--- src/rtl/serial_adder.sv ---
// Bit-serial 8-bit add/subtract: one full-adder cell, LSB first, 8 cycles per op.
// Optional SERIAL_ADDER_SAT_EN: saturate sum to 0x7F/0x80 on signed overflow.
module serial_adder (
    input  logic       clk,
    input  logic       rst_n,
    input  logic       start,
    input  logic [7:0] a,
    input  logic [7:0] b,
    input  logic       cin,
    output logic       busy,
    output logic       done,
    output logic [7:0] sum,
    output logic       cout,
    output logic       overflow
);

    typedef enum logic [1:0] {
        IDLE = 2'd0,
        RUN  = 2'd1,
        DONE = 2'd2
    } state_t;

    state_t      state, state_next;
    logic [7:0]  opa, opb, res;
    logic [2:0]  cnt;
    logic        carry, c7in;
    logic        bit_s, bit_c;
    logic [7:0]  res_next, sum_final;

    always_comb begin
        state_next = state;
        case (state)
            IDLE:    if (start) state_next = RUN;
            RUN:     if (cnt == 3'd7) state_next = DONE;
            DONE:    state_next = IDLE;
            default: state_next = IDLE;
        endcase
    end

    always_comb begin
        bit_s    = opa[0] ^ opb[0] ^ carry;
        bit_c    = (opa[0] & opb[0]) | (opa[0] & carry) | (opb[0] & carry);
        res_next = {bit_s, res[7:1]};
`ifdef SERIAL_ADDER_SAT_EN
        // Overflow flips the sign bit, so the raw MSB tells which rail to clamp to.
        if (c7in ^ bit_c)
            sum_final = res_next[7] ? 8'h7F : 8'h80;
        else
            sum_final = res_next;
`else
        sum_final = res_next;
`endif
    end

    always_ff @(posedge clk) begin
        if (!rst_n) begin
            state    <= IDLE;
            opa      <= '0;
            opb      <= '0;
            res      <= '0;
            cnt      <= '0;
            carry    <= 1'b0;
            c7in     <= 1'b0;
            sum      <= '0;
            cout     <= 1'b0;
            overflow <= 1'b0;
        end else begin
            state <= state_next;
            case (state)
                IDLE: begin
                    if (start) begin
                        opa   <= a;
                        opb   <= b ^ {8{cin}};
                        carry <= cin;
                        cnt   <= '0;
                    end
                end
                RUN: begin
                    opa   <= {1'b0, opa[7:1]};
                    opb   <= {1'b0, opb[7:1]};
                    res   <= res_next;
                    carry <= bit_c;
                    cnt   <= cnt + 3'd1;
                    if (cnt == 3'd6)
                        c7in <= bit_c;
                    if (cnt == 3'd7) begin
                        sum      <= sum_final;
                        cout     <= bit_c;
                        overflow <= c7in ^ bit_c;
                    end
                end
                default: ;
            endcase
        end
    end

    assign busy = (state == RUN);
    assign done = (state == DONE);

endmodule

--- config.mk ---
export PLATFORM = sky130hd
export DESIGN_NAME = serial_adder
export DESIGN_NICKNAME = d
export VERILOG_FILES = /design/src/rtl/serial_adder.sv
export SDC_FILE = /design/constraint.sdc
export NUM_CORES = 1
export LEC_CHECK = 0
export CAP_MARGIN = 20
export CORE_MARGIN = 1
export CORE_UTILIZATION = 40
export DETAILED_ROUTE_END_ITERATION = 8
export PLACE_DENSITY = 0.69
export SETUP_SLACK_MARGIN = 0.05
export SLEW_MARGIN = 15
export SYNTH_ARGS = -nofsm -noshare
export SYNTH_HDL_FRONTEND = slang
export SYNTH_SLANG_ARGS = --single-unit
--- constraint.sdc ---
create_clock -name clk -period 2.08 [get_ports clk]
set_input_delay 0.208 -clock clk [delete_from_list [all_inputs] [get_ports clk]]
set_output_delay 0.208 -clock clk [all_outputs]
set_load 0.02 [all_outputs]
==> results_dict.tcl, run 1 <==
set metrics [dict create \
    tightest_slew_ns 0.571 \
    grt_max_degree 20 \
    cp_data_arrival_time_ns 1.65 \
    hold_ws_ns 0.455 \
    drt.antenna.violating_nets 0 \
    gp_congestion 0.733 \
    setup_viol 0 \
    cp_num_buf_inv 2 \
    drc 0 \
    ys_warn_count 0 \
    start_util_pct 41.8 \
    yosys.area.top_type_share_pct 44.0 \
    yosysSeqAreaShare_pct 44.0 \
    yosys.area.top_type "dfxtp_1" \
    multi_input_area_um2 875 \
    status "finished, final reports clean" \
    first_iter_violations 135 \
    grt-ovfl-total 0 \
    n_antenna_cell 0 \
    grt_setup_unrepaired "false" \
    postSynth.asyncResetShare_pct 0 \
    hold_viol 0 \
    power.total_mw 1.54 \
    dr_total_vias 1476 \
    area_delta_synth_final_pct 22.2 \
    die_area_um2 4820 \
    synth.distinct_cells 38 \
    ys_seq_elements 40 \
    fin_setup_tns_ns 0 \
    grt_pass1_wl_um 6330 \
    cts_tree "yes" \
    crit_path_max_incr_delay_ns 0.61 \
    cts.htree.levels 2 \
    vias_per_cell 5.16 \
    port_buffers 31 \
    ys_top_cells_by_count "nand2_1, dfxtp_1, a21oi_1" \
    fin_area_um2 2220 \
    max_freq_mhz 539 \
    rows 24 \
    min_path_type "reg -> reg" \
    die_x_um 69.4 \
    wl_um 3490 \
    postSynthCellCount 202 \
    end_kind "output pin" \
    clock_latency_ns 0.29 \
    maxCapViolations 0 \
    path_clk_slew_ns 0.08 \
    n_fill_cell 414 \
    path_class "reg -> out" \
    wl_per_cell_um 12.2 \
    synth_fp_nets 226 \
    worst_ep_required_time_ns 1.87 \
    vdd_drop_max_v 0.000327 \
    report.final.slew_viol_count 0 \
    period_share_pct 89.3 \
    syn_avg_cell_area_um2 9.01 \
    cts_sinks 40 \
    synth_edf_count 0 \
    yosys.cell_count.top_type "nand2_1" \
    skew_ns 0.00682 \
    die_h_um 69.4 \
    relSlewSlack_pct 61.8 \
    layout-drive-gt1-share_pct 10.7 \
    netlist_area_um2 1820 \
    ios 32 \
    period_needed_ns 1.86 \
    crit_slowest_cell "clkdlybuf4s50_1" \
    synthTopCellsByArea "dfxtp_1, nand2_1, a21oi_1" \
    power_density_nw_per_um2 691 \
    startpoint_type "flip-flop" \
    root_buffer "clkbuf_8" \
    leakage_nw 0.800 \
    nets 257 \
    clockBufferDepth 2 \
    worstPathMaxFanout 17 \
    critPathTopFamily "buffers and inverters" \
    seq_area_um2 802 \
    ctsHoldBuffers 0 \
    antenna_found_initial 0 \
    dr.pass1.iters 5 \
    numCtsBuffers 5 \
    grt_use_total_pct 16.3 \
    core-area_um2 4350 \
    ys_dominant_reg_cell "dfxtp_1" \
    grt_pass1_vias 1345 \
    placed_cell_area_um2 2130 \
    final_core_util_pct 51.1 \
    dp.final_hpwl_um 2360 \
    path_cells "clkinv_1, nor2_1, clkdlybuf4s50_1" \
]
## worst register-to-register path: stages, from the launching register on
cell      delay, ns
dfxtp_1        0.36
ha_1           0.16
ha_1           0.19
and3b_1        0.44
nor2_1         0.08
a211oi_1       0.20
## logic make-up (layout without fill, tap and decap cells)
logic type               Yosys count  after routing  synth area share [%]
flip-flops                        40             40                  44.0
multiplexers                       1              1                 0.550
AND/OR/NAND/NOR                   63             63                  17.2
buffers and inverters             20             52                  7.91
adder cells (fa/ha/maj)            4              4                  3.16
AO/OA/AOI/OAI                     65             65                  22.8
XOR/XNOR                           9              9                  4.33
## registers in the layout, indices dropped and copies added, names as in the netlist
register,cells
opa,8
opb,8
sum,8
res,7
cnt,3
state,2
c7in,1
carry,1
cout,1
overflow,1
## report_power, final
| part | leakage (nW) | total (mW) | internal, mW | switching (mW) |
|---|---|---|---|---|
| sequential | 0.327 | 0.822 | 0.799 | 0.0232 |
| clock | 0.0510 | 0.532 | 0.265 | 0.268 |
| combinational | 0.422 | 0.182 | 0.0923 | 0.0900 |
## cell type report
cell class / instances / share of cell area, %
Tap cell: 52 / 2.93
Sequential cell: 40 / 36.1
Inverter: 7 / 1.52
Multi-Input combinational cell: 142 / 39.3
Clock inverter: 2 / 0.450
Timing Repair Buffer: 37 / 16.0
Clock buffer: 6 / 3.71
## cell usage in the layout, fill, tap and decap left out
| cell | synthesis | final |
|---|---|---|
| nor2_1 | 6 | 6 |
| or3b_1 | 3 | 3 |
| a22oi_2 | 1 | 1 |
| clkbuf_8 | 0 | 6 |
| o31ai_1 | 1 | 1 |
| fa_1 | 1 | 1 |
| nand2_1 | 42 | 42 |
| a21oi_1 | 25 | 25 |
| a221oi_1 | 1 | 1 |
| clkinv_1 | 2 | 2 |
| a211oi_1 | 2 | 2 |
| inv_1 | 4 | 4 |
| o21ai_0 | 15 | 15 |
| a22oi_1 | 8 | 8 |
| xnor2_1 | 1 | 1 |
| and3_1 | 1 | 1 |
| or3b_2 | 4 | 4 |
| o21bai_4 | 1 | 1 |
| xor2_1 | 8 | 8 |
| nand2b_4 | 1 | 1 |
| a2bb2oi_1 | 1 | 1 |
| and3b_1 | 1 | 1 |
| o221ai_1 | 8 | 8 |
| and4bb_2 | 1 | 1 |
| dfxtp_1 | 40 | 39 |
| o2bb2ai_1 | 1 | 1 |
| and2b_1 | 1 | 1 |
| mux2i_1 | 1 | 1 |
| clkdlybuf4s50_1 | 0 | 31 |
| ha_1 | 3 | 3 |
| inv_8 | 1 | 1 |
| dfxtp_2 | 0 | 1 |
| nand3b_2 | 1 | 1 |
| nand3_1 | 1 | 1 |
| nand4_1 | 1 | 1 |
| clkinv_2 | 0 | 2 |
| o21ai_1 | 1 | 1 |
| buf_4 | 3 | 6 |
## path summary, 6_finish.rpt
kind / from / to / slack (ns) / cells after the start
min reg2reg: sum[5]$_SDFFE_PN0P_ / sum[5]$_SDFFE_PN0P_ / 0.45 / 2
min: sum[5]$_SDFFE_PN0P_ / sum[5]$_SDFFE_PN0P_ / 0.45 / 2
max reg2reg: cnt[1]$_SDFFE_PN0P_ / overflow$_SDFFE_PN0P_ / 0.57 / 5
max: state[1]$_SDFFE_PN0P_ / done / 0.22 / 3
## timing repair
action,4_1_cts,5_1_grt
hold endpoints to repair,0,0
setup endpoints to repair,2,0
resized for setup,1,0
buffers inserted,0,0
## per-layer routing
layer / vias up / global-route usage, % / routed length, um
met2: 30 / 25.1 / 1590
met4: 0 / 6.80 / 68
met3: 7 / 4.65 / 165
met5: - / 0 / 0
met1: 668 / 21.2 / 1670
li1: 771 / - / -
## stage by stage
stage / worst slack [ns] / cells
2_1_floorplan: 0.817 / 202
3_3_place_gp: 0.292 / 278
3_5_place_dp: 0.245 / 278
4_1_cts: 0.209 / 286
5_1_grt: 0.118 / 286
6_report: 0.224 / 286
Power figures use the tool's default switching activity.
==> inputs of run 2 (changes only) <==
Settings changed: PLACE_DENSITY 0.69 to unset, RECOVER_POWER set to 100.
==> results_dict.tcl, run 2 (synthesis results as in run 1) <==
set metrics [dict create \
    status "finished, final reports clean" \
    nets 259 \
    fin_area_um2 2220 \
    ios 32 \
    gp_congestion 0.753 \
    worstRegToRegCells 4 \
    final_core_util_pct 51.1 \
    cts_tree "yes" \
    relSlewSlack_pct 43.8 \
    rows 24 \
    hold_ws_ns 0.449 \
    grt_pass1_wl_um 6270 \
    layout-drive-gt1-share_pct 8.94 \
    core-area_um2 4350 \
    numCtsBuffers 5 \
    die_area_um2 4820 \
    power_frac_comb_pct 12.6 \
    cts_sinks 40 \
    min_path_type "reg -> reg" \
    path_clk_slew_ns 0.07 \
    cp_data_arrival_time_ns 1.73 \
    hp-start "sum[2]$_SDFFE_PN0P_" \
    rrSetupSlack_ns 0.24 \
    root_buffer "clkbuf_8" \
    met3_usage_pct 3.20 \
    p_int_mw 1.12 \
    period_share_pct 93.0 \
    first_iter_violations 79 \
    setup_viol 0 \
    r2r-end "carry$_SDFFE_PN0P_" \
    start_util_pct 41.8 \
    vdd_drop_max_v 0.000270 \
    placed_cell_area_um2 2160 \
    timing.rr.start "state[1]$_SDFFE_PN0P_" \
    skew_ns 0.00539 \
    drc 0 \
    reg_top3 "opa (8), opb (8), sum (8)" \
    ctsHoldBuffers 0 \
    area_delta_synth_final_pct 22.3 \
    hold_end "sum[2]$_SDFFE_PN0P_" \
    final_cell_mix "nand2_1, dfxtp_1, a21oi_1" \
    path_class "reg -> out" \
    hold_depth 2 \
    tightest_slew_ns 0.843 \
    clock_power_share_pct 32.2 \
    clock_latency_ns 0.29 \
    maxCapViolations 0 \
    startpoint_type "flip-flop" \
    die_x_um 69.4 \
    wl_per_cell_um 12.5 \
    seqPwrFrac_pct 55.1 \
    grt_use_total_pct 16.2 \
    dr_total_vias 1471 \
    p_sw_uw 371 \
    post_cts_buffers 0 \
    clockBufferDepth 2 \
    port_buffers 31 \
    max_freq_mhz 517 \
    report.final.slew_viol_count 0 \
    dp.final_hpwl_um 2380 \
    fin_setup_tns_ns 0 \
    wl_um 3590 \
    die_h_um 69.4 \
    leakage_nw 0.835 \
    end_kind "output pin" \
    grt_pass1_vias 1376 \
    dr.pass1.iters 4 \
    grt-ovfl-total 0 \
    final_common_cell "nand2_1" \
    period_needed_ns 1.93 \
    grt_setup_unrepaired "false" \
    drt.antenna.violating_nets 0 \
    vias_per_cell 5.13 \
    grt.met2_usage_pct 24.8 \
    power.total_mw 1.49 \
    cts.htree.levels 2 \
    grt_max_degree 27 \
    hold_viol 0 \
    power_density_nw_per_um2 671 \
    n_fill_cell 439 \
    swShare_pct 24.9 \
    grt_util_met1_pct 21.8 \
    worst_ep_required_time_ns 1.87 \
    antenna_found_initial 0 \
    grt_busiest_layer "met2" \
    worstPathMaxFanout 17 \
    n_antenna_cell 0 \
]
## run 2: how the worst max path moves through the flow
stage / startpoint / to / slack (ns) / cells after the start
floorplan: cnt[1]$_SDFFE_PN0P_ / overflow$_SDFFE_PN0P_ / 0.82 / 5
global placement: state[1]$_SDFFE_PN0P_ / done / 0.36 / 3
detailed placement: state[1]$_SDFFE_PN0P_ / done / 0.33 / 3
CTS: state[1]$_SDFFE_PN0P_ / done / 0.21 / 3
global route: state[1]$_SDFFE_PN0P_ / busy / 0.05 / 3
finish: state[1]$_SDFFE_PN0P_ / busy / 0.15 / 3
## run 2: cell type report
| type | count | area (um2) | area share [%] |
|---|---|---|---|
| Sequential cell | 40 | 802 | 36.1 |
| Timing Repair Buffer | 39 | 375 | 16.9 |
| Tap cell | 52 | 65.1 | 2.92 |
| Multi-Input combinational cell | 142 | 871 | 39.1 |
| Inverter | 7 | 33.8 | 1.52 |
| Clock inverter | 1 | 5.00 | 0.225 |
| Clock buffer | 6 | 72.6 | 3.26 |
## run 2: metrics by stage
step	setup slack [ns]	cells
detailed placement	0.329	280
floorplan	0.817	202
finish	0.146	287
global placement	0.356	280
global route	0.0503	287
CTS	0.214	287
## run 2: what timing repair did
| action | 4_1_cts | 5_1_grt |
|---|---|---|
| gates resized for setup | 1 | 0 |
| endpoints found under the setup margin | 2 | 0 |
| hold endpoints to repair | 0 | 0 |
## run 2: per-layer routing
layer  vias up  routed length (um)
met3         7                 111
met5         -                   0
met2        30                1550
li1        773                   -
met4         0                  68
met1       661                1860
## run 2: power groups by stage
stage          clock network (mW)  registers [mW]  logic, mW
3_5_place_dp                    0           0.840      0.193
6_report                    0.481           0.823      0.189
4_1_cts                     0.490           0.823      0.194
3_3_place_gp                    0           0.840      0.192
2_1_floorplan                   0           0.833      0.135
5_1_grt                     0.519           0.827      0.211
## run 2: worst max-delay path: stages, from the launching register on
cell           delay, ns
dfxtp_2             0.50
nand2b_4            0.22
inv_8               0.06
dlygate4sd3_1       0.65
==> inputs of run 3 (changes only) <==
Settings changed: GPL_ROUTABILITY_DRIVEN set to 0.
==> results of run 3 <==
Final layout, timing and power as in run 2 (identical DEF).
